`src/rtl/counter_pkg.sv`:
```
// Shared encodings and helpers for the updown_counter family.
package counter_pkg;

    localparam logic DIR_DOWN = 1'b0;
    localparam logic DIR_UP   = 1'b1;

    localparam logic SAT_WRAP = 1'b0;
    localparam logic SAT_ON   = 1'b1;

    // $clog2 that never returns 0, so a 1-step prescaler still gets a legal 1-bit register.
    function automatic int unsigned clog2_min1(input int unsigned n);
        return (n > 2) ? $clog2(n) : 1;
    endfunction

endpackage

```
`src/rtl/counter_prescaler.sv`:
```
// Step divider for updown_counter: pulses tick once every PRESCALE enabled cycles.
// Only built when UPDOWN_COUNTER_PRESCALE_EN is defined.
`ifdef UPDOWN_COUNTER_PRESCALE_EN
module counter_prescaler
    import counter_pkg::*;
#(
    parameter int unsigned PRESCALE = 4
) (
    input  logic clk,
    input  logic rst_n,
    input  logic en,
    input  logic clr,
    output logic tick
);

    localparam int unsigned PW = clog2_min1(PRESCALE);
    localparam logic [PW-1:0] LAST = PW'(PRESCALE - 1);
    localparam logic [PW-1:0] ONE  = PW'(1);

    logic [PW-1:0] pre_q, pre_d;

    assign tick = en && (pre_q == LAST);

    always_comb begin
        pre_d = pre_q;
        if (clr) begin
            pre_d = '0;
        end else if (en) begin
            pre_d = tick ? '0 : pre_q + ONE;
        end
    end

    always_ff @(posedge clk or negedge rst_n) begin
        if (!rst_n) begin
            pre_q <= '0;
        end else begin
            pre_q <= pre_d;
        end
    end

endmodule
`endif

```
`src/rtl/updown_counter.sv`:
```
// Parametrised up/down counter with load, clear, wrap/saturate, tc pulse and sticky ovf.
// Optional step prescaler enabled by defining UPDOWN_COUNTER_PRESCALE_EN.
module updown_counter
    import counter_pkg::*;
#(
    parameter int unsigned       WIDTH    = 32,
    parameter logic [WIDTH-1:0]  MAX_VAL  = {WIDTH{1'b1}},
    parameter int unsigned       PRESCALE = 4
) (
    input  logic             clk,
    input  logic             rst_n,
    input  logic             en,
    input  logic             dir,
    input  logic             sat,
    input  logic             load,
    input  logic [WIDTH-1:0] load_val,
    input  logic             clr,
    output logic [WIDTH-1:0] count,
    output logic             tc,
    output logic             ovf
);

    localparam logic [WIDTH-1:0] ONE = WIDTH'(1);

    logic [WIDTH-1:0] count_q, count_d;
    logic             tc_q, tc_d;
    logic             ovf_q, ovf_d;
    logic             tick;

`ifdef UPDOWN_COUNTER_PRESCALE_EN
    // Load also restarts the step period.
    counter_prescaler #(
        .PRESCALE (PRESCALE)
    ) u_prescaler (
        .clk   (clk),
        .rst_n (rst_n),
        .en    (en),
        .clr   (clr | load),
        .tick  (tick)
    );
`else
    logic unused_prescale;
    assign unused_prescale = ^PRESCALE;
    assign tick = 1'b1;
`endif

    // Bounds are checked before the +/-1, so the adder never rolls over on its own.
    always_comb begin
        count_d = count_q;
        tc_d    = 1'b0;
        ovf_d   = ovf_q;
        if (clr) begin
            count_d = '0;
            ovf_d   = 1'b0;
        end else if (load) begin
            count_d = (load_val > MAX_VAL) ? MAX_VAL : load_val;
        end else if (en && tick) begin
            case (dir)
                DIR_UP: begin
                    if (count_q == MAX_VAL) begin
                        tc_d    = 1'b1;
                        ovf_d   = 1'b1;
                        count_d = (sat == SAT_WRAP) ? '0 : MAX_VAL;
                    end else begin
                        count_d = count_q + ONE;
                    end
                end
                DIR_DOWN: begin
                    if (count_q == '0) begin
                        tc_d    = 1'b1;
                        ovf_d   = 1'b1;
                        count_d = (sat == SAT_ON) ? '0 : MAX_VAL;
                    end else begin
                        count_d = count_q - ONE;
                    end
                end
                default: ;
            endcase
        end
    end

    always_ff @(posedge clk or negedge rst_n) begin
        if (!rst_n) begin
            count_q <= '0;
            tc_q    <= 1'b0;
            ovf_q   <= 1'b0;
        end else begin
            count_q <= count_d;
            tc_q    <= tc_d;
            ovf_q   <= ovf_d;
        end
    end

    assign count = count_q;
    assign tc    = tc_q;
    assign ovf   = ovf_q;

endmodule

```
`config.mk`:
```
export PLATFORM = sky130hd
export DESIGN_NAME = updown_counter
export DESIGN_NICKNAME = d
export VERILOG_FILES = /design/src/rtl/counter_pkg.sv /design/src/rtl/counter_prescaler.sv /design/src/rtl/updown_counter.sv
export SDC_FILE = /design/constraint.sdc
export NUM_CORES = 1
export LEC_CHECK = 0
export ABC_AREA = 1
export CELL_PAD_IN_SITES_DETAIL_PLACEMENT = 1
export CELL_PAD_IN_SITES_GLOBAL_PLACEMENT = 2
export CORE_ASPECT_RATIO = 1.2
export CORE_MARGIN = 4
export CORE_UTILIZATION = 30
export DETAILED_ROUTE_END_ITERATION = 7
export GPL_TIMING_DRIVEN = 0
export PLACE_DENSITY = 0.95
export SLEW_MARGIN = 20
export SYNTH_ARGS = -nofsm -noshare
export SYNTH_HDL_FRONTEND = slang
export SYNTH_HIERARCHICAL = 1
export SYNTH_SLANG_ARGS = --single-unit
export TNS_END_PERCENT = 20
```
`constraint.sdc`:
```
create_clock -name clk -period 2.7 [get_ports clk]
set_clock_uncertainty 0.05 [all_clocks]
set_input_delay 0.675 -clock clk [delete_from_list [all_inputs] [get_ports clk]]
set_output_delay 0.675 -clock clk [all_outputs]
set_load 0.05 [all_outputs]
```
### Word-level counts from Yosys, hierarchy flattened

Index checks and enable logic that the tools add are counted.
W data, S select, Z words.

* add/sub/neg operators: 2
* $lt $le $gt $ge: 1
* equality and inequality tests: 4
* muxes and demuxes: 21
* bitwise logic cells: 1
* reductions and logical operators: 4

Operators with widths (count)
* $mux W32: 8
* $pmux W32 S2: 1
* $add A32 B1 Y32 const B: 1
* $eq A32 B32 Y1 const B: 1
* $gt A32 B32 Y1 const B: 1
* $logic_not A32 Y1: 1
* $sub A32 B1 Y32 const B: 1
* $mux W1: 10
* $pmux W1 S2: 2
* $reduce_and A4 Y1: 1
* $ne A3 B1 Y1 const B: 1
* $ne A3 B3 Y1 const B: 1
* $reduce_bool A3 Y1: 1
* $ne A2 B1 Y1 const B: 1
* $reduce_bool A2 Y1: 1
* $not A1 Y1: 1

* register bits: 34
* input bits: 39
* output and inout port bits: 34
* word-level logic and storage cells: 36

### Depth between registers and ports, before layout

* word-level depth: 6
* gate-level depth with buffers: 14
* gate-level depth less buffers: 13

### Least setup slack after synthesis

No wires, ideal clock.

* path type: reg-to-reg
* from: register count_q[0], in the netlist count[0]
* to: register count_q[16], in the netlist count[16]
* arrival: 2024 ps
* data required time: 2533 ps
* setup slack: 510 ps
* stages on the path, launching flop included: 12
* period minus slack after synthesis: 2190 ps
* cell sequence: dfrtp_1 ha_1 inv_1 nor2_4 nand3_4 nor2_4 nand4_4 buf_6 nand3_1 nand3_1 nand2_1 nand2_1

* cells in the longest elaborated chain, start to end: 6

Ends and longest elaborated chain
* from (decl): RTL line updown_counter.sv:25 `logic [WIDTH-1:0] count_q, count_d;`
* from (signal assigned): RTL line updown_counter.sv:88 `count_q <= count_d;`
* $sub A32 B1 Y32, or another cell as far along: RTL line updown_counter.sv:74 `count_d = count_q - ONE;`
* $mux W32, on equally long branches: RTL line updown_counter.sv:69, updown_counter.sv:60
* $pmux W32 S2 (*): RTL line updown_counter.sv:58 `case (dir)`
* $mux W32 (*): RTL line updown_counter.sv:57 `end else if (en && tick) begin`
* $mux W32 (*): RTL line updown_counter.sv:55 `end else if (load) begin`
* $mux W32 (*): RTL line updown_counter.sv:52 `if (clr) begin`

Every way passes the cells marked *; elsewhere a longest branch is shown, timed or not. The select of a mux whose other input is x is not followed.
A chain may end at the register's enable or synchronous reset.

### Final worst setup path

* from: register count_q[13], in the netlist count[13]
* to: output count[13]

RTL lines
* to (decl): RTL line updown_counter.sv:18 `output logic [WIDTH-1:0] count,`

No word-level cell between the ends.

==> flow_summary.toml <==
[cells_and_area]
nFillCells = 2104
diodes = 0
multi_input_area_sq_um = 3150
drive_above_1_share_pct = 8.95
fin_util_pct = 38.0
nNetsFinal = 947
ff_latch_area_sq_um = 851
area_growth_pct = 25.1

[setup_path]
reg2reg_to = "count[16]"
path_max_fanout = 7
startpoint = "count[13]"
path_cells = "clkdlybuf4s50_1"
worstRegToRegCells = 11
cp.depth = 1
max_stage_delay_ns = 0.89
r2r_slack_ns = 0.31
end_kind = "primary output"
crit_arrival_ns = 1.77
worstReg2RegStart = "count[0]"
path_delay_family = "buffers and inverters"
crit_type = "register to primary output"
path_buf_inv = 1
critPathLaunchType = "register"
setup.worst_path.end = "count[13]"
crit_required_ns = 1.98
cp_slowest_cell = "clkdlybuf4s50_1"

[global_routing]
grt_pass1_vias = 5744
antenna_found_initial = 0
grt.met1_usage_pct = 29.2
grt.busiest_layer = "met2"
grt_first_pass_wirelength_um = 31200
grt_max_degree = 28
use_met3_pct = 2.89
use_met2_pct = 41.7
grt_overflow = 0
track_usage_pct = 23.5

[timing]
tightest_slew_ns = 0.806
slew_headroom_pct = 46.3
fin_crit_ns = 2.49
fin_setup_tns_ns = 0
rsz0062_at_grt = "no"
fin_crit_sh_pct = 92.4
setup_violations = 0
fmax_mhz = 401
hold_viol = 0
finalMaxSlewViolations = 0

[outcome]
outcome = "complete, no violations"

[logic_synthesis]
synthTopCellsByArea = "nand2_1 (28%), dfrtp_1 (19%), nand3_1 (15%)"
synth_area_sq_um = 4550
ys_seq_area_share_pct = 18.7
postSynthCellCount = 827
synthAdderAreaFrac_pct = 0.826
netlist.area_leader.share_pct = 27.9
synthXorXnorAreaFrac_pct = 4.43
yosys-top-cells-count = "nand2_1 (338), nand3_1 (133), nor2_1 (113)"
synth_edf_count = 0
synth_simple_gate_area_share_pct = 60.2
async_flop_share_pct = 100
synth_compound_area_share_pct = 3.74
yosys-mux-area-fraction_pct = 0
synth_top_family_by_area = "simple AND/OR/NAND/NOR gates"
synth_seq_cells = 34
synthMostInstantiatedCell = "nand2_1"
syn_area_per_cell_sq_um = 5.50
yosys_warnings = 6
synth_cell_types = 33
synth_largest_area_cell = "nand2_1"
ys.flop_type = "dfrtp_1"
synth_fp_nets = 869

[clocking]
hold_buffers = 0
cts_resized = 0
clock_path_buffers = 2
cts.sinks = 34
post_cts_buffers = 0
cts_tree = "yes"
cts.htree.levels = 2
clkTransAtPathRegs_ns = 0.08
ctsRootBufferMaster = "clkbuf_16"
clk_latency_ns = 0.31
cts_buffers = 5

[floorplanning]
chipWidth_um = 120
die_area_sq_um = 17200
core_sq_um = 15000
top_level_ports = 73
initial_utilization_pct = 30.4
rows = 49
fp.dieH_um = 143

[power_and_ir_drop]
leakage_uw = 0.00280
max-vdd-ir-drop_v = 0.000314
pwr_density_cell_nw_per_um2 = 415

[place]
place.gp.congestion = 0.892
dp_hpwl_um = 15800
io_buffers = 70

[worst_hold_path]
min_path_type = "input pin to async pin"

[flow_run]
maxCapViolations = 0

[routing]
vias = 5608
wl_per_cell_um = 18.1
viasPerCell = 5.06
final_antenna_net_count = 0
firstDrtPassIters = 5
drtIter0Drc = 382
drc = 0
postRouteWirelength_um = 20000
[state kept, by name (all words and copies together), names as in the netlist]
register  cells
count        32
ovf           1
tc            1
[cell type report]
cell class | count | area share, %
buffer | 52 | 5.85
clock buffer | 6 | 2.44
clock inverter | 1 | 0.528
inverter | 57 | 3.81
multi-input combinational | 684 | 55.3
sequential | 34 | 15.0
tap | 204 | 4.49
timing repair buffer | 71 | 12.6
[how the worst min path moves through the flow]
stage / start / endpoint / slack (ns) / cells after the start
after detailed placement: ovf / ovf / 0.46 / 2
after CTS: rst_n / count[30] / 0.16 / 1
after global placement: ovf / ovf / 0.45 / 2
after floorplan: rst_n / count[0] / 0.33 / 0
final: rst_n / count[26] / 0.16 / 1
after global routing: rst_n / count[28] / 0.17 / 1
[per-stage QoR]
step	hold WS, ns	worst slack (ns)	total power [uW]	instances	instance area, sq um
after floorplan	0.329	0.510	1260	827	4550
after global placement	0.446	-0.0289	1600	1101	5500
after detailed placement	0.456	0.0177	1620	1102	5520
after CTS	0.163	0.219	2370	1109	5690
after global routing	0.170	0.154	2490	1109	5690
final	0.159	0.206	2360	1109	5690
[logic make-up (layout without fill, tap and decap cells)]
logic type / Yosys count / in the layout
AOI/OAI and AO/OA: 31 / 31
xor gates and xnor gates: 23 / 23
adders and majority gates: 3 / 3
buffers and inverters: 109 / 187
DFF: 34 / 34
and+or+nand+nor: 627 / 627
[layer usage]
| metal | part of all wire, % | wire length, um |
|---|---|---|
| met3 | 3.9 | 772 |
| met2 | 50 | 9940 |
| met5 | 0 | 0 |
| met1 | 44 | 8750 |
| met4 | 2.9 | 590 |
[where the power goes]
group / switching, uW / internal [uW]
registers: 40.3 / 546
clock network: 277 / 457
logic: 699 / 340
[cell usage in the layout (no fill, tap or decap), types with 8 or more instances in the layout]
cell             instances
dfrtp_1                 34
buf_2                   12
o21ai_1                 15
nand2_1                338
o21ai_0                 13
xor2_1                  18
nor2_1                 113
nor2_4                   8
buf_4                   12
nand3_2                 10
nand4_1                  8
inv_1                   54
buf_6                   10
clkbuf_1                15
clkdlybuf4s50_1         69
nand3_1                133
Note: power is estimated with default switching activity, not from simulation.
